## src/rtl/freq_div_pkg.sv

```systemverilog
// ---------------------------------------------------------------------------
// freq_div_pkg
// Shared types and helpers for the freq_div_bank programmable divider bank.
//   fd_state_e : per-channel state (FD_RUN counting, FD_DONE one-shot finished)
//   fd_cfg_t   : latched channel configuration (terminal value, one-shot mode)
//   fd_ch_w()  : width of the channel-select field for a given channel count
// ---------------------------------------------------------------------------
package freq_div_pkg;

  // Widest supported divide value; narrower channels zero-extend into it.
  localparam int FD_MAX_W = 32;

  typedef enum logic {
    FD_RUN  = 1'b0,
    FD_DONE = 1'b1
  } fd_state_e;

  typedef struct packed {
    logic [FD_MAX_W-1:0] div;
    logic                oneshot;
  } fd_cfg_t;

  // A single channel still needs a 1-bit select so the port never collapses.
  function automatic int fd_ch_w(input int num_ch);
    return (num_ch > 1) ? $clog2(num_ch) : 1;
  endfunction

endpackage

```

## src/rtl/freq_div_chan.sv

```systemverilog
// ---------------------------------------------------------------------------
// freq_div_chan
// One channel of the divider bank: WIDTH-bit up-counter with a run-time
// terminal value, free-run or one-shot mode, terminal-count tick, divided
// square wave and sticky done flag. All outputs are registered.
//
// Ports
//   clk_i          rising-edge clock
//   rst_ni         asynchronous active-low reset
//   enable_i       count enable
//   clear_i        synchronous clear (keeps latched configuration)
//   cfg_wr_i       configuration write addressed to this channel
//   cfg_div_i      terminal value; period is cfg_div_i+1 enabled cycles
//   cfg_oneshot_i  1 = one-shot, 0 = free-run
//   count_o        current count
//   tick_o         one-cycle pulse after the terminal edge
//   div_clk_o      toggles on every tick
//   done_o         one-shot completion flag, sticky
//
// state   | meaning
// --------+------------------------------------------------------------
// FD_RUN  | counting on enabled cycles, wraps (free-run) or finishes
// FD_DONE | one-shot finished; count/div_clk/done hold, enable ignored
// ---------------------------------------------------------------------------
module freq_div_chan
  import freq_div_pkg::*;
#(
  parameter int WIDTH       = 8,
  parameter int DEFAULT_DIV = 1
) (
  input  logic             clk_i,
  input  logic             rst_ni,
  input  logic             enable_i,
  input  logic             clear_i,
  input  logic             cfg_wr_i,
  input  logic [WIDTH-1:0] cfg_div_i,
  input  logic             cfg_oneshot_i,
  output logic [WIDTH-1:0] count_o,
  output logic             tick_o,
  output logic             div_clk_o,
  output logic             done_o
);

  localparam logic [FD_MAX_W-1:0] RST_DIV = FD_MAX_W'(WIDTH'(DEFAULT_DIV));

  fd_state_e        state_q;
  fd_cfg_t          cfg_q;
  logic [WIDTH-1:0] count_q;
  logic             tick_q;
  logic             div_clk_q;
  logic             done_q;
  logic             at_term;

  // The latched divide value is zero-extended, so comparing at full width
  // is exact for any WIDTH.
  assign at_term = (FD_MAX_W'(count_q) == cfg_q.div);

  always_ff @(posedge clk_i or negedge rst_ni) begin
    if (!rst_ni) begin
      state_q     <= FD_RUN;
      cfg_q.div   <= RST_DIV;
      cfg_q.oneshot <= 1'b0;
      count_q     <= '0;
      tick_q      <= 1'b0;
      div_clk_q   <= 1'b0;
      done_q      <= 1'b0;
    end else if (cfg_wr_i) begin
      // A write restarts the channel and discards any count in progress,
      // even on the terminal cycle.
      cfg_q.div     <= FD_MAX_W'(cfg_div_i);
      cfg_q.oneshot <= cfg_oneshot_i;
      state_q       <= FD_RUN;
      count_q       <= '0;
      tick_q        <= 1'b0;
      div_clk_q     <= 1'b0;
      done_q        <= 1'b0;
    end else if (clear_i) begin
      state_q   <= FD_RUN;
      count_q   <= '0;
      tick_q    <= 1'b0;
      div_clk_q <= 1'b0;
      done_q    <= 1'b0;
    end else begin
      tick_q <= 1'b0;
      case (state_q)
        FD_RUN: begin
          if (enable_i) begin
            if (at_term) begin
              tick_q    <= 1'b1;
              div_clk_q <= ~div_clk_q;
              if (cfg_q.oneshot) begin
                // count stays parked at the terminal value
                done_q  <= 1'b1;
                state_q <= FD_DONE;
              end else begin
                count_q <= '0;
              end
            end else begin
              count_q <= count_q + WIDTH'(1);
            end
          end
        end
        FD_DONE: begin
          state_q <= FD_DONE;
        end
        default: begin
          state_q <= FD_RUN;
        end
      endcase
    end
  end

  assign count_o   = count_q;
  assign tick_o    = tick_q;
  assign div_clk_o = div_clk_q;
  assign done_o    = done_q;

endmodule

```

## src/rtl/freq_div_bank.sv

```systemverilog
// ---------------------------------------------------------------------------
// freq_div_bank
// NUM_CH independent programmable frequency dividers. Decodes the shared
// configuration port into per-channel write strobes and packs the counts.
//
// Ports
//   clk_i          rising-edge clock
//   rst_ni         asynchronous active-low reset
//   enable_i       per-channel count enable
//   clear_i        per-channel synchronous clear
//   cfg_wr_i       configuration write strobe
//   cfg_ch_i       target channel; values >= NUM_CH are ignored
//   cfg_div_i      terminal value (period = cfg_div_i+1 enabled cycles)
//   cfg_oneshot_i  1 = one-shot, 0 = free-run
//   count_o        packed counts, channel i at [i*WIDTH +: WIDTH]
//   tick_o         per-channel terminal-count pulse
//   div_clk_o      per-channel divided square wave
//   done_o         per-channel sticky one-shot completion flag
// ---------------------------------------------------------------------------
module freq_div_bank
  import freq_div_pkg::*;
#(
  parameter  int NUM_CH      = 4,
  parameter  int WIDTH       = 8,
  parameter  int DEFAULT_DIV = 1,
  localparam int CH_W        = fd_ch_w(NUM_CH)
) (
  input  logic                    clk_i,
  input  logic                    rst_ni,
  input  logic [NUM_CH-1:0]       enable_i,
  input  logic [NUM_CH-1:0]       clear_i,
  input  logic                    cfg_wr_i,
  input  logic [CH_W-1:0]         cfg_ch_i,
  input  logic [WIDTH-1:0]        cfg_div_i,
  input  logic                    cfg_oneshot_i,
  output logic [NUM_CH*WIDTH-1:0] count_o,
  output logic [NUM_CH-1:0]       tick_o,
  output logic [NUM_CH-1:0]       div_clk_o,
  output logic [NUM_CH-1:0]       done_o
);

  logic [NUM_CH-1:0] wr_sel;

  for (genvar i = 0; i < NUM_CH; i++) begin : g_ch
    // Out-of-range selects never match any index, so they are dropped here.
    assign wr_sel[i] = cfg_wr_i && (cfg_ch_i == CH_W'(i));

    freq_div_chan #(
      .WIDTH      (WIDTH),
      .DEFAULT_DIV(DEFAULT_DIV)
    ) u_chan (
      .clk_i        (clk_i),
      .rst_ni       (rst_ni),
      .enable_i     (enable_i[i]),
      .clear_i      (clear_i[i]),
      .cfg_wr_i     (wr_sel[i]),
      .cfg_div_i    (cfg_div_i),
      .cfg_oneshot_i(cfg_oneshot_i),
      .count_o      (count_o[i*WIDTH +: WIDTH]),
      .tick_o       (tick_o[i]),
      .div_clk_o    (div_clk_o[i]),
      .done_o       (done_o[i])
    );
  end

endmodule

```

## config.mk

```make
export PLATFORM = sky130hd
export DESIGN_NAME = freq_div_bank
export DESIGN_NICKNAME = d
export VERILOG_FILES = /design/src/rtl/freq_div_pkg.sv /design/src/rtl/freq_div_chan.sv /design/src/rtl/freq_div_bank.sv
export SDC_FILE = /design/constraint.sdc
export NUM_CORES = 1
export LEC_CHECK = 0
export ABC_AREA = 1
export BUFFER_PORTS_ARGS = -buffer_cell sky130_fd_sc_hd__buf_2
export CORE_UTILIZATION = 25
export DETAILED_ROUTE_END_ITERATION = 8
export GPL_TIMING_DRIVEN = 1
export PLACE_DENSITY_LB_ADDON = 0.1
export SLEW_MARGIN = 20
export SYNTH_ARGS = -nofsm -noshare
export SYNTH_HDL_FRONTEND = slang
export SYNTH_SLANG_ARGS = --single-unit
export TNS_END_PERCENT = 30
```

## constraint.sdc

```tcl
create_clock -name clk_i -period 1.3 [get_ports clk_i]
set_input_delay 0.065 -clock clk_i [delete_from_list [all_inputs] [get_ports clk_i]]
set_output_delay 0.065 -clock clk_i [all_outputs]
set_load 0.02 [all_outputs]
```

Yosys cells after proc, flatten, opt, wreduce, memory -nomap -nowiden
Cells that the tools add are included.
W data, S select, Z words.
{ "word_totals": {"register_bits": 84, "inputBits": 22, "out_inout_bits": 44, "word_cells": 196} }
{ "op_classes": {"add_sub_neg": 4, "eq_ne": 15, "n_mux": 112, "bitwise_logic": 8, "reduce_logical": 29} }
{ "ops": {"columns": ["operator", "count"], "rows": [
  ["$mux W8", 24],
  ["$mux W1", 84],
  ["$reduce_bool A3 Y1", 12],
  ["$add A8 B1 Y8 const B", 4],
  ["$eq A8 B8 Y1", 4],
  ["$reduce_and A3 Y1", 8],
  ["$ne A4 B3 Y1 const B", 4],
  ["$reduce_and A4 Y1", 4],
  ["$ne A3 B2 Y1 const B", 4],
  ["$not A1 Y1", 8],
  ["$pmux W1 S2", 4],
  ["$eq A2 B2 Y1 const B", 2],
  ["$logic_and A1 B1 Y1", 4],
  ["$eq A2 B1 Y1 const B", 1],
  ["$logic_not A2 Y1", 1]
]} }

Depth between registers and ports, before layout
Gate-level depths: netlist of the first run.
{ "depth": {"word_depth": 6, "depth_mapped": 11, "depth_no_buf": 10} }

Cells and area by module
From an unflattened synthesis of the first run, not the netlist that was laid out.
{ "hier_totals": {"hier_cells": 591, "hier_area_um2": 4626.9} }
{ "modules_own_cells": {"columns": ["module", "n_inst", "cells_each", "area_per_inst_um2", "seq_area_each_um2"], "rows": [
  ["freq_div_chan (g_ch[0].u_chan ...)", 3, 146, 1148.6, 526.8],
  ["freq_div_chan (g_ch[2].u_chan)", 1, 145, 1151.1, 526.8],
  ["freq_div_bank", 1, 8, 30.0, 0.0]
]} }

Worst setup path after synthesis of the first run
No wires, ideal clock.
{ "synth_timing": {"path_type": "reg2reg", "start": "register g_ch[0].u_chan.count_q[4]", "end": "register g_ch[0].u_chan.count_q[2]", "setup_ns": 0.117, "arrival_ns": 1.321, "required_ns": 1.183, "slack_ns": -0.138, "stages_incl_launch_ff": 12, "n_path_buf": 1, "synth_period_minus_slack_ns": 1.438, "cell_sequence": "dfrtp_1 > buf_2 > inv_2 > nand2_1 > nand2_1 > nand2_2 > nor2_4 > nand3_1 > nand2_4 > inv_4 > nand2_1 > nand2_1"} }
{ "synth_via": {"elab_chain_len": 6, "word_cells_on_any_way": 8, "classes_between": "eq/ne: 2; mux: 5; reduce/logical: 1"} }
{ "synth_lines": {"columns": ["item", "line", "source"], "rows": [
  ["start, declared", "freq_div_chan.sv:48", "logic [WIDTH-1:0] count_q;"],
  ["start signal, assigned", "freq_div_chan.sv:99", "count_q <= count_q + WIDTH'(1);"],
  ["$eq A8 B8 Y1 (*)", "freq_div_chan.sv:56", "assign at_term = (FD_MAX_W'(count_q) == cfg_q.div);"],
  ["$mux W8", "freq_div_chan.sv:88", "if (at_term) begin"],
  ["$mux W8", "freq_div_chan.sv:87", "if (enable_i) begin"],
  ["$mux W8", "freq_div_chan.sv:85", "case (state_q)"],
  ["$mux W8", "freq_div_chan.sv:77", "end else if (clear_i) begin"],
  ["$mux W8", "freq_div_chan.sv:67", "end else if (cfg_wr_i) begin"]
]} }
Every way passes the cells marked *; elsewhere a longest branch is shown, timed or not. The select of a mux whose other input is x is not followed.
A chain may end at the register's enable or synchronous reset.

Worst setup path in the final report of the first run
{ "layout_timing": {"start": "register g_ch[2].u_chan.cfg_q[1] in the netlist's numbering", "end": "register g_ch[2].u_chan.count_q[0]"} }
{ "layout_via": {"elab_chain_len": 6, "word_cells_on_any_way": 8, "classes_between": "eq/ne: 2; mux: 5; reduce/logical: 1"} }
{ "layout_lines": {"columns": ["item", "line", "source"], "rows": [
  ["start, declared", "freq_div_chan.sv:47", "fd_cfg_t cfg_q;"],
  ["$eq A8 B8 Y1 (*)", "freq_div_chan.sv:56", null],
  ["$mux W8", "freq_div_chan.sv:88", null],
  ["$mux W8", "freq_div_chan.sv:87", null],
  ["$mux W8", "freq_div_chan.sv:85", null],
  ["$mux W8", "freq_div_chan.sv:77", null],
  ["$mux W8", "freq_div_chan.sv:67", null],
  ["end signal, assigned", "freq_div_chan.sv:99", null],
  ["end, declared", "freq_div_chan.sv:48", null]
]} }
Marks and branches as above.

==> metrics list, run 1 <==
- The first detailed-routing pass took 4 iterations.
- Global routing finished with a remaining overflow of 0.
* I/O Pins: 66
* Synthesized area divided by synthesized cell count: 8.20 sq um
- Number of storage elements in the synthesis netlist: 84
* Pwr/cell area: 1180 nW/um^2
- Insertion delay of the later-clocked pin in the worst-skew pair: 0.34 ns
- Vias per cell: 4.21
- After synthesis, the largest family of logic cells by area is simple AND/OR/NAND/NOR gates.
* Setup repair after global routing missed its margin: yes
* Initial core utilization: 0.256
* Instance count of the mapped netlist: 560
- Library cells used by synthesis: 34
- Prior to clock tree synthesis, the placed netlist has a worst setup slack of -0.239 ns.
- Compared with the post-synthesis result, the final layout area differs by 31.0%.
* Area occupied by registers: 2140 sq um
- Post-synthesis sequential area ratio: 0.459
- Arr. time, crit path: 1.72 ns
* Least setup slack across all paths after layout: -0.144 ns
- The mapped netlist covers 4590 sq um.
- Wires add up to 12,000 um.
* Data required time at the worst endpoint: 1.57 ns
* Layout Nets: 708
- Result of the run: finished, violations left
- After synthesis, the cell types taking the most area are sky130_fd_sc_hd__dfrtp_1 44%, sky130_fd_sc_hd__nand2_1 15%, sky130_fd_sc_hd__xnor2_1 5.3%.
- The max-slew violation count was 0.
- Cell accounting for the most synthesized area: sky130_fd_sc_hd__dfrtp_1
- Vias in the first global route: 3,828
- After the first detailed-routing iteration, the DRC count stood at 167.
* Clock transition at the register clock pins on the worst setup and hold paths after CTS: 0.06 ns
- Number of hold violations in the final report: 0
- Number of vias in the routed layout: 3,860
- The layout has 1,928 filler cells.
- The most used flip-flop cell after synthesis is sky130_fd_sc_hd__dfrtp_1.
* Simple logic cell fraction of the synthesized area: 0.291
- The number of antenna violations at the first check in global routing is 0.
- Vertical extent of the die: 138 um
- Critical path startpoint category: register
- Based on the critical path, the design can be clocked at up to 693 MHz.
* Sink count of the clock tree: 84
* Row Count: 49
- Of the post-synthesis cell area, the part taken by muxes is 0.
- The first global-routing pass estimated 19,800 um of wire.
* Final critical-path required period: 1.44 ns
- Final routed DRC violation total: 0
- The share of synthesized area in the top cell type comes to 0.436.
- Compound-gate portion of the synthesized area: 0.0752
- The floorplan step set the die width to 138 um.
- Layout cells sized above 1: 0.351
- Count of warnings emitted by yosys: 0
* Classification of the worst setup path: reg2reg
- Worst min path class: in2reg
- Weighted congestion reported at the end of routability-driven placement: 0.810
- The clock arrives with 0.00322 ns of skew.
- Total routing usage reported by global routing: 0.139
* Half-perimeter wire length after placement: 8960 um
- Cell at the root of the clock tree: sky130_fd_sc_hd__clkbuf_16
* Post-Place Cell Area: 5600 sq um
- Area of the die: 18,900 sq um
- The detail route stage leaves a number of antenna-violating nets equal to 0.
- Number of buffers created by CTS: 9
* Area share of fa/ha/maj cells after synthesis: 0.0109
- Synthesized Nets: 586
- H-Tree Level Count: 3
- STA classifies the critical path endpoint as a register.
* Number of buffers inserted by port buffering: 65
- Largest net degree at the start of global routing: 37
* Area of the core: 18,000 sq um
- The checks that failed: setup timing.
- Measured slew at the worst slew-check pin: 0.382 ns
- Number of synthesized flops with an enable pin: 0
- In this run the worst path has a maximum fanout of 8.
- Number of failing setup endpoints in the final timing report: 41
- Synthesized-area fraction occupied by xor and xnor cells: 0.0743
- Of the available clock period, the critical path in the final layout requires 1.11.
- TritonCTS built the clock tree.
- In this run the static leakage power is 3.02 nW.
- In the final layout, the multi-input gates occupy 2170 sq um.
- Number of max-cap violations: 0
* Async SR Flop Fraction: 1.00
- VDD sags by at most 0.646 mV.
- In this run the deepest clock path goes through 2 buffers.
* Wire per inst: 13.2 um
- Measured against its own limit, the worst slew margin works out to 0.745.
- The repair_antennas step left the layout with diodes totalling 0.
* Post-route design area: 6020 sq um
-- power by group --
part,switching (mW),total [mW],internal [mW],leakage (nW)
clock,1.08,2.62,1.54,0.147
combinational,0.810,1.40,0.588,1.81
sequential,0.219,3.11,2.89,1.06
total,2.11,7.13,5.02,3.02
-- state kept, by name, summed over array words and instances (netlist names) --
name and flops:
g_ch.u_chan.state_q 4, g_ch.u_chan.count_o 32, g_ch.u_chan.cfg_q 36, g_ch.u_chan.done_o 4, g_ch.u_chan.tick_o 4, g_ch.u_chan.div_clk_o 4
-- what timing repair did --
action,in CTS,in global routing
cloned,1,0
hold buffers,4,0
setup buffers,3,1
endpoints found under the setup margin,45,47
pin swaps,21,19
hold endpoints to repair,83,0
resized for setup,8,9
-- through the flow --
stage	instances	TNS, ns	power, mW	hold WS (ns)	util
finish	916	-3.69	7.13	0.0423	0.335
global placement	894	-4.28	4.50	-0.0392	0.312
global route	916	-8.00	7.58	0.0378	0.335
floorplan	560	-0.800	4.02	-0.231	-
detailed placement	894	-5.18	4.51	-0.0396	0.312
CTS	918	-4.64	7.26	0.0215	0.334
-- path summary, 6_finish.rpt --
check	from	to	slack, ns	cells after the start
worst max-delay path	g_ch[2].u_chan.cfg_q[1]	g_ch[2].u_chan.count_o[0]	-0.14	7
worst min-delay path	enable_i[3]	g_ch[3].u_chan.state_q	0.04	3
worst max register to register	g_ch[2].u_chan.cfg_q[1]	g_ch[2].u_chan.count_o[0]	-0.14	7
worst min register to register	g_ch[3].u_chan.done_o	g_ch[3].u_chan.done_o	0.47	2
max in group asynchronous	rst_ni	g_ch[2].u_chan.cfg_q[1]	0.62	3
min in group asynchronous	rst_ni	g_ch[0].u_chan.div_clk_o	0.14	2
-- worst max-delay path, stage by stage, from the launching register on --
cell	delay, ns
sky130_fd_sc_hd__dfstp_2	0.53
sky130_fd_sc_hd__xnor2_1	0.11
sky130_fd_sc_hd__nand2_1	0.08
sky130_fd_sc_hd__nor2_2	0.12
sky130_fd_sc_hd__nand2_2	0.12
sky130_fd_sc_hd__o21ai_4	0.26
sky130_fd_sc_hd__nand2_1	0.08
sky130_fd_sc_hd__nand2_1	0.07
-- placed cells by master (no fill, tap or decap), types with 11 or more instances in the layout --
| master | n |
|---|---|
| sky130_fd_sc_hd__inv_2 | 13 |
| sky130_fd_sc_hd__inv_1 | 50 |
| sky130_fd_sc_hd__buf_2 | 64 |
| sky130_fd_sc_hd__buf_4 | 63 |
| sky130_fd_sc_hd__xor2_1 | 11 |
| sky130_fd_sc_hd__nand3_1 | 33 |
| sky130_fd_sc_hd__nand2_1 | 175 |
| sky130_fd_sc_hd__xnor2_1 | 27 |
| sky130_fd_sc_hd__nor2_1 | 15 |
| sky130_fd_sc_hd__dfrtp_2 | 26 |
| sky130_fd_sc_hd__dfrtp_1 | 54 |
| sky130_fd_sc_hd__o21ai_0 | 39 |
| sky130_fd_sc_hd__nand4_1 | 13 |
| sky130_fd_sc_hd__nand2_2 | 11 |
-- kinds of logic (layout without fill, tap and decap cells) --
group,Yosys count,in the layout
fa+ha+maj,4,4
compound gates,59,59
flops,84,84
buf+inv,88,214
simple gates,286,287
xor+xnor,39,39
-- routing by layer --
| layer | up-vias | GRT usage | part of all wire | wire, um |
|---|---|---|---|---|
| li1 | 2013 | - | - | - |
| met1 | 1774 | 0.182 | 0.50 | 5990 |
| met2 | 66 | 0.226 | 0.45 | 5470 |
| met3 | 7 | 0.0383 | 0.040 | 481 |
| met4 | 0 | 0.0311 | 0.0088 | 106 |
| met5 | - | 0 | 0 | 0 |
-- final cells by class --
cell class | instances | share of cell area
clock buffer | 12 | 0.0410
clock inverter | 4 | 0.00811
inverter | 65 | 0.0414
multi-input combinational | 389 | 0.361
sequential | 84 | 0.356
tap | 229 | 0.0476
timing repair buffer | 133 | 0.145
-- Yosys cell counts (5+ instances only) --
| cell | n |
|---|---|
| sky130_fd_sc_hd__nand3_2 | 6 |
| sky130_fd_sc_hd__nand2_4 | 5 |
| sky130_fd_sc_hd__xor2_1 | 11 |
| sky130_fd_sc_hd__nand2_1 | 178 |
| sky130_fd_sc_hd__nor2_1 | 19 |
| sky130_fd_sc_hd__nand4_1 | 13 |
| sky130_fd_sc_hd__nand2_2 | 9 |
| sky130_fd_sc_hd__inv_1 | 55 |
| sky130_fd_sc_hd__o21ai_0 | 39 |
| sky130_fd_sc_hd__o21ai_1 | 9 |
| sky130_fd_sc_hd__nand3_1 | 35 |
| sky130_fd_sc_hd__buf_4 | 14 |
| sky130_fd_sc_hd__nand3b_1 | 6 |
| sky130_fd_sc_hd__dfrtp_1 | 80 |
| sky130_fd_sc_hd__o21ai_2 | 6 |
| sky130_fd_sc_hd__xnor2_1 | 28 |
| sky130_fd_sc_hd__inv_2 | 8 |
Power figures use the tool's default switching activity.
==> run 2: changes to the inputs <==
--- a/config.mk
+++ b/config.mk
@@ -7,6 +7,7 @@
 export LEC_CHECK = 0
 export ABC_AREA = 1
 export BUFFER_PORTS_ARGS = -buffer_cell sky130_fd_sc_hd__buf_2
+export CORE_MARGIN = 3
 export CORE_UTILIZATION = 25
 export DETAILED_ROUTE_END_ITERATION = 8
 export GPL_TIMING_DRIVEN = 1
@@ -15,4 +16,4 @@
 export SYNTH_ARGS = -nofsm -noshare
 export SYNTH_HDL_FRONTEND = slang
 export SYNTH_SLANG_ARGS = --single-unit
-export TNS_END_PERCENT = 30
+export TNS_END_PERCENT = 100
==> metrics list, run 2 (synthesis results as in run 1) <==
- Total wirelength of the detailed-routed design: 12,500 um
- Summing over every cut layer, the via total after detailed routing is 3,944.
- Wire per inst: 13.6 um
- Final-layout setup total negative slack: -4.18 ns
- From bottom edge to top edge, the die measures 142 um.
* Achievable clock frequency: 692 MHz
- Worst-case clock buffer depth: 2
- Top reg by flops: g_ch.u_chan.cfg_q
- Half-perimeter wire length after placement: 9270 um
* Total routing usage reported by global routing: 0.131
* Leak Pwr: 3.14 nW
- The smallest clock period supported by the final layout is computed as 1.45 ns.
* Sink count of the clock tree: 84
- Worst min path class: in2reg
* Ant. Diodes: 0
- Buffers plus inverters on the worst setup path: 1
* Area of the die: 20,000 sq um
- I/O Pins: 66
* Number of buffers created by CTS: 9
- Worst path depth: 8
- Max-slew violation count: 0
- Buffers placed on the I/O ports in this run total 65.
- Number of nets with antenna violations after routing: 0
- Measured along the x axis, the die boundary spans 142 um.
- Summed over all layers, the global routing overflow is 0.
- Initial core utilization: 0.260
- Crit path max fanout: 6
- Drt pass-1 iters: 4
- Commonest cells after routing, fill and taps aside: 161 x sky130_fd_sc_hd__nand2_1, 64 x sky130_fd_sc_hd__buf_4, 63 x sky130_fd_sc_hd__buf_2
- Number of hold violations in the final report: 0
* Crit-path leading delay family: simple AND/OR/NAND/NOR gates
- CP max stage delay: 0.55 ns
- TritonCTS clock tree: done
- Dividing the final minimum period by the clock period gives 1.11.
* Number of flip-flops under the largest register name: 36
- Vias per cell: 4.29
- Prior to clock tree synthesis, the placed netlist has a worst setup slack of -0.174 ns.
* Final routed DRC violation total: 0
- Among the stages of the critical path, the cell type that occurs most often is sky130_fd_sc_hd__nand2_1.
- The worst setup path is launched from a register.
* DR iter-0 viols: 165
- Area growth from synthesis to layout: 36.7%
- The clock arrives with 0.00781 ns of skew.
* Wire length of the first global-routing pass: 20,600 um
* Number of antenna violations at the first check in global routing: 0
* Least setup slack across all paths after layout: -0.146 ns
* Failing checks: setup timing
* Endpoint class of the critical path: register
- Layout Nets: 715
- Number of failing setup endpoints in the final timing report: 41
* Vias in the first global route: 4,025
- The largest individual stage delay along the critical path comes from the cell sky130_fd_sc_hd__dfstp_2.
* Layout cells sized above 1: 0.403
* Clock transition at the register clock pins on the worst setup and hold paths after CTS: 0.06 ns
- Commonest non-fill, non-tap cell in the layout: sky130_fd_sc_hd__nand2_1
* Measured slew at the worst slew-check pin: 0.400 ns
* Maximum VDD drop: 0.716 mV
* Result of the run: finished, violations left
- Number of max-cap violations: 0
- Data required time at the worst endpoint: 1.53 ns
- Largest net degree at the start of global routing: 40
- H-Tree Level Count: 3
* Setup repair after global routing missed its margin: yes
* Post-route design area: 6280 sq um
* Row Count: 48
- Measured against its own limit, the worst slew margin works out to 0.732.
* Cells on Worst Hold Path: 3
- Total power consumption of the routed design: 7.42 mW
- The worst register-to-register path has a depth of 8.
- After filler insertion, the fill cell instance count of the layout stands at 1,876.
- Arr. time, crit path: 1.68 ns
* Classification of the worst setup path: reg2reg
- Critical path cell sequence: xnor2_1 > nand2_1 > nor2_4 > nand3_4 > nand2_4 > inv_6 > nand2_2 > nand2_1
- Dividing total power by cell area gives a power density of 1180 nW/um^2.
- Post-Place Cell Area: 5580 sq um
- Area of the core: 17,700 sq um
- Hold slack: 0.00576 ns
- The tree is rooted in a sky130_fd_sc_hd__clkbuf_16.
- Insertion delay of the later-clocked pin in the worst-skew pair: 0.35 ns
- Routability-driven placement finished with a final weighted congestion of 0.774.
run 2: cell count changes in the layout (fill, tap and decap cells not counted), moves of 3 or more:
| cell | delta |
|---|---|
| sky130_fd_sc_hd__o21ai_1 | -3 |
| sky130_fd_sc_hd__o21ai_2 | +4 |
| sky130_fd_sc_hd__nand2_1 | -14 |
| sky130_fd_sc_hd__nand2_4 | +3 |
| sky130_fd_sc_hd__nand2_2 | +12 |
| sky130_fd_sc_hd__nand3_2 | +3 |
| sky130_fd_sc_hd__clkbuf_8 | +3 |
| sky130_fd_sc_hd__nand3_1 | -6 |
| sky130_fd_sc_hd__nand3_4 | +3 |
| sky130_fd_sc_hd__buf_6 | +9 |
run 2: cell type report:
| cell class | instances | area, sq um | share of cell area |
|---|---|---|---|
| repair buffers | 139 | 937 | 0.149 |
| clock inverters | 3 | 42.5 | 0.00678 |
| well taps | 225 | 282 | 0.0448 |
| flip-flops and latches | 84 | 2140 | 0.341 |
| multi-input cells | 390 | 2340 | 0.373 |
| clock buffers | 13 | 280 | 0.0446 |
| inverters | 65 | 254 | 0.0405 |
run 2: per-layer routing:
metal,part of all wire,GRT usage,vias up
met1,0.48,0.168,1838
met3,0.039,0.0374,7
met5,0,0,-
li1,-,-,2027
met4,0.0086,0.0308,0
met2,0.47,0.218,72
run 2: path summary, 6_finish.rpt:
check	from	endpoint	slack (ns)
max in group asynchronous	rst_ni	g_ch[2].u_chan.count_o[0]	0.45
min in group asynchronous	rst_ni	g_ch[2].u_chan.cfg_q[8]	0.18
worst min register to register	g_ch[1].u_chan.done_o	g_ch[1].u_chan.done_o	0.48
worst max register to register	g_ch[3].u_chan.cfg_q[1]	g_ch[3].u_chan.count_o[2]	-0.15
worst max-delay path	g_ch[3].u_chan.cfg_q[1]	g_ch[3].u_chan.count_o[2]	-0.15
worst min-delay path	enable_i[1]	g_ch[1].u_chan.state_q	0.006
run 2: tightest hold or removal path: stages:
cell and delay, ns:
sky130_fd_sc_hd__buf_2 0.11, sky130_fd_sc_hd__nand3_1 0.09, sky130_fd_sc_hd__o21ai_2 0.05
run 2: power by group:
part	switching (mW)	internal, mW
Sequential	0.228	2.89
Combinational	0.886	0.640
Clock	1.08	1.70
Total	2.19	5.23
run 2: repair_timing:
action | CTS | global route
setup endpoints to repair | 43 | 48
setup buffers | 10 | 2
pin swaps | 24 | 17
gates cloned | 2 | 0
gates resized for setup | 36 | 32
hold buffers | 2 | 0
endpoints found under the hold margin | 59 | 0
run 2: per-stage QoR:
| stage | utilization | instances |
|---|---|---|
| 2_1_floorplan | - | 560 |
| 3_3_place_gp | 0.316 | 890 |
| 3_5_place_dp | 0.316 | 890 |
| 4_1_cts | 0.350 | 920 |
| 5_1_grt | 0.356 | 919 |
| 6_report | 0.356 | 919 |
==> run 3: changes to the inputs <==
--- a/config.mk
+++ b/config.mk
@@ -15,5 +15,6 @@
 export SLEW_MARGIN = 20
 export SYNTH_ARGS = -nofsm -noshare
 export SYNTH_HDL_FRONTEND = slang
+export SYNTH_HIERARCHICAL = 1
 export SYNTH_SLANG_ARGS = --single-unit
 export TNS_END_PERCENT = 100
==> metrics list, run 3 <==
- Result of the run: finished, violations left
* Failing checks: setup timing
* Area growth from synthesis to layout: 49.9%
* Clock network fraction of total power: 0.321
* Data required time at the worst endpoint: 1.58 ns
- Number of storage elements in the synthesis netlist: 84
- In this run the tool buffered the top-level ports with 65 buffer cells.
- After synthesis, the netlist uses 25 different library cells.
- Weighted congestion reported at the end of routability-driven placement: 0.796
- Setup slack of the most critical reg-to-reg path: -0.11 ns
- More flip-flops sit in one register than any other, and that register is g_ch.u_chan/cfg_q.
* Period utilization: 1.08
* Vias in the first global route: 4,270
- Commonest non-fill, non-tap cell in the layout: sky130_fd_sc_hd__nand2_1
* Logic pwr share: 0.247
- In the synthesized netlist the dominant register cell turns out to be sky130_fd_sc_hd__dfrtp_1.
* Post-synthesis sequential area ratio: 0.455
* Pwr/cell area: 1030 nW/um^2
* Switching Power: 2.15 mW
- Source of the worst hold timing path: cfg_div_i[0]
- For this run, design rule violations remaining after detail routing come to 0.
- Total congestion overflow after global routing: 0
- TritonCTS clock tree: done
* Vias per cell: 4.27
* Chip Width: 142 um
- Row generation in the floorplan step produced 49 rows.
- Max-slew violation count: 0
* Instance count of the mapped netlist: 591
- Number of nets with antenna violations after routing: 0
- Drt pass-1 iters: 4
* Initial core utilization: 0.256
- At the end of the flow the core is filled with cells to 0.384.
* Least setup slack across all paths after layout: -0.110 ns
- Hold slack: 0.00878 ns
* Commonest cells after routing, fill and taps aside: 166 x sky130_fd_sc_hd__nand2_1, 89 x sky130_fd_sc_hd__buf_4, 62 x sky130_fd_sc_hd__buf_2
* Area share of the largest cell type after synthesis: 0.433
* Endpoint of the lowest-slack register-to-register path: g_ch[3].u_chan/count_o[7]
- Worst-case clock buffer depth: 2
* Crit path max fanout: 4
- Clock skew on the completed layout was measured at 0.00517 ns.
- The clock reaches the later pin of the worst-skew pair after 0.34 ns.
- Clock tree synthesis selected as its root buffer the cell sky130_fd_sc_hd__clkbuf_16.
* Number of buffers created by CTS: 9
- Register-to-Register Path Depth: 9
- DR iter-0 viols: 208
- Leading post-synthesis cells by cell area: sky130_fd_sc_hd__dfrtp_1 43%, sky130_fd_sc_hd__nand2_1 17%, sky130_fd_sc_hd__inv_1 5.2%
* Number of synthesized flops with an enable pin: 0
- Area of the core: 18,100 sq um
* Clock transition at the register clock pins on the worst setup and hold paths after CTS: 0.06 ns
- The first global-routing pass estimated 21,900 um of wire.
* Synthesized area divided by synthesized cell count: 7.83 sq um
- The die is 142 um tall.
- Switching share of power: 0.300
- Number of vias in the routed layout: 4,285
- Arr. time, crit path: 1.69 ns
- Total standard cell area after synthesis: 4630 sq um
- The tool flagged a number of max-cap violations equal to 0.
- Counting every net in the synthesized netlist gives 617.
* Sequential power share: 0.433
- Yosys instantiated no cell more often than sky130_fd_sc_hd__nand2_1.
- The worst hold path terminates at g_ch[1].u_chan/cfg_q[1].
- The final-report hold violation count was 0.
- Counting the fill cells in the layout gives 1,863.
* Area occupied by registers: 2150 sq um
* Number of flip-flops under the largest register name: 36
- Layout cells sized above 1: 0.450
- Number of antenna violations at the first check in global routing: 0
* Origin of the critical flop-to-flop path: g_ch[3].u_chan/cfg_q[1]
- The die covers 20,200 sq um.
- The min-delay analysis places its worst path in the category in2reg.
* Half-perimeter wire length after placement: 9510 um
- Entering global routing, the biggest net connects 30 pins.
* Synth top cells by count: 207 x sky130_fd_sc_hd__nand2_1, 80 x sky130_fd_sc_hd__dfrtp_1, 64 x sky130_fd_sc_hd__inv_1
- For the pin with the worst max-slew slack, the measured transition is 0.339 ns.
- Total instance count after detailed placement: 965
- The H-tree was split into 3 levels.
- The routed design has 13,100 um of wire.
- Setup repair after global routing could not meet its margin everywhere.
* Async SR Flop Fraction: 1.00
* Maximum VDD drop: 0.624 mV
* Endpoint class of the critical path: register
- After the last flow step, the layout net total stands at 797.
* Max-Slew Margin vs Limit: 0.774
- I/O Pins: 66
* Sink count of the clock tree: 84
* Int Power: 5.03 mW
- Subtracting the final worst setup slack from the clock period gives 1.41 ns.
- Area occupied by multi-input gates: 2600 sq um
- Count of warnings emitted by yosys: 6
- The worst hold path was traced through 3 stages.
* Final non-filler cell total: 1,004
- STA classifies the critical path startpoint as a register.
- Total routing usage reported by global routing: 0.136
* Ant. Diodes: 0
* Achievable clock frequency: 709 MHz
- Leak Pwr: 3.33 nW
- Cell accounting for the most synthesized area: sky130_fd_sc_hd__dfrtp_1
- The completed layout was analyzed and its total power is 7.18 mW.
* Number of failing setup endpoints in the final timing report: 45
- The critical path is of the reg2reg type.
* Wire per inst: 13.1 um
[run 3: how the worst max path moves through the flow]
| stage | startpoint | endpoint | slack [ns] | depth (start not counted) |
|---|---|---|---|---|
| 2_1_floorplan | g_ch[2].u_chan/count_o[3] | g_ch[2].u_chan/count_o[0] | -0.03 | 8 |
| 3_3_place_gp | g_ch[0].u_chan/cfg_q[1] | g_ch[0].u_chan/count_o[0] | -0.19 | 9 |
| 3_5_place_dp | g_ch[0].u_chan/cfg_q[1] | g_ch[0].u_chan/count_o[0] | -0.22 | 9 |
| 4_1_cts | g_ch[1].u_chan/cfg_q[1] | g_ch[1].u_chan/count_o[6] | -0.12 | 9 |
| 5_1_grt | g_ch[1].u_chan/count_o[2] | g_ch[1].u_chan/count_o[7] | -0.22 | 8 |
| 6_report | g_ch[3].u_chan/cfg_q[1] | g_ch[3].u_chan/count_o[7] | -0.11 | 9 |
[run 3: cell families (layout without fill, tap and decap cells)]
logic type / after synthesis / count (layout) / share of synthesized area
compound gates: 38 / 38 / 0.0433
xor+xnor: 28 / 28 / 0.0530
fa+ha+maj: 4 / 4 / 0.0108
buf+inv: 77 / 261 / 0.0635
flops: 84 / 84 / 0.455
mux: 16 / 16 / 0.0389
simple gates: 344 / 344 / 0.335
[run 3: power groups by stage]
stage | clock, mW | sequential, mW | combinational [mW]
2_1_floorplan | 0 | 3.15 | 0.752
3_3_place_gp | 0 | 3.13 | 1.45
3_5_place_dp | 0 | 3.13 | 1.47
4_1_cts | 2.43 | 3.10 | 1.64
5_1_grt | 2.53 | 3.14 | 1.97
6_report | 2.30 | 3.11 | 1.77
[run 3: cell type report]
type / instances / area share
clock buffer: 15 / 0.0357
inverter: 65 / 0.0362
multi-input combinational: 430 / 0.375
sequential: 84 / 0.309
tap: 229 / 0.0413
timing repair buffer: 181 / 0.203
[run 3: metal layers]
metal / vias up / routed length [um] / global-route usage
met2: 51 / 6240 / 0.222
met4: 0 / 216 / 0.0495
met1: 2012 / 6360 / 0.182
met5: - / 0 / 0
li1: 2211 / - / -
met3: 11 / 329 / 0.0222
[run 3: critical path, cell delays in order, from the launching register on]
cell and delay, ns:
sky130_fd_sc_hd__dfstp_2 0.53, sky130_fd_sc_hd__nand2_1 0.05, sky130_fd_sc_hd__nand2_1 0.07, sky130_fd_sc_hd__nand2_2 0.06
sky130_fd_sc_hd__nor2_4 0.17, sky130_fd_sc_hd__nand3_4 0.12, sky130_fd_sc_hd__nand2_8 0.11, sky130_fd_sc_hd__buf_6 0.11
sky130_fd_sc_hd__nand3_1 0.08, sky130_fd_sc_hd__nand2_2 0.06
[run 3: through the flow]
stage / area (sq um) / TNS (ns) / setup WS [ns]
after global placement: 6040 / -4.65 / -0.195
after global routing: 6940 / -7.36 / -0.221
after floorplan: 4680 / -0.881 / -0.0340
after CTS: 6640 / -3.67 / -0.125
final: 6940 / -3.34 / -0.110
after detailed placement: 6040 / -5.30 / -0.216
[run 3: what timing repair did]
action                                  CTS  global route
endpoints found under the setup margin   46            48
pin swaps                                34            32
hold endpoints to repair                 84             0
hold buffers                              5             0
buffers inserted                         12             7
resized for setup                        50            67
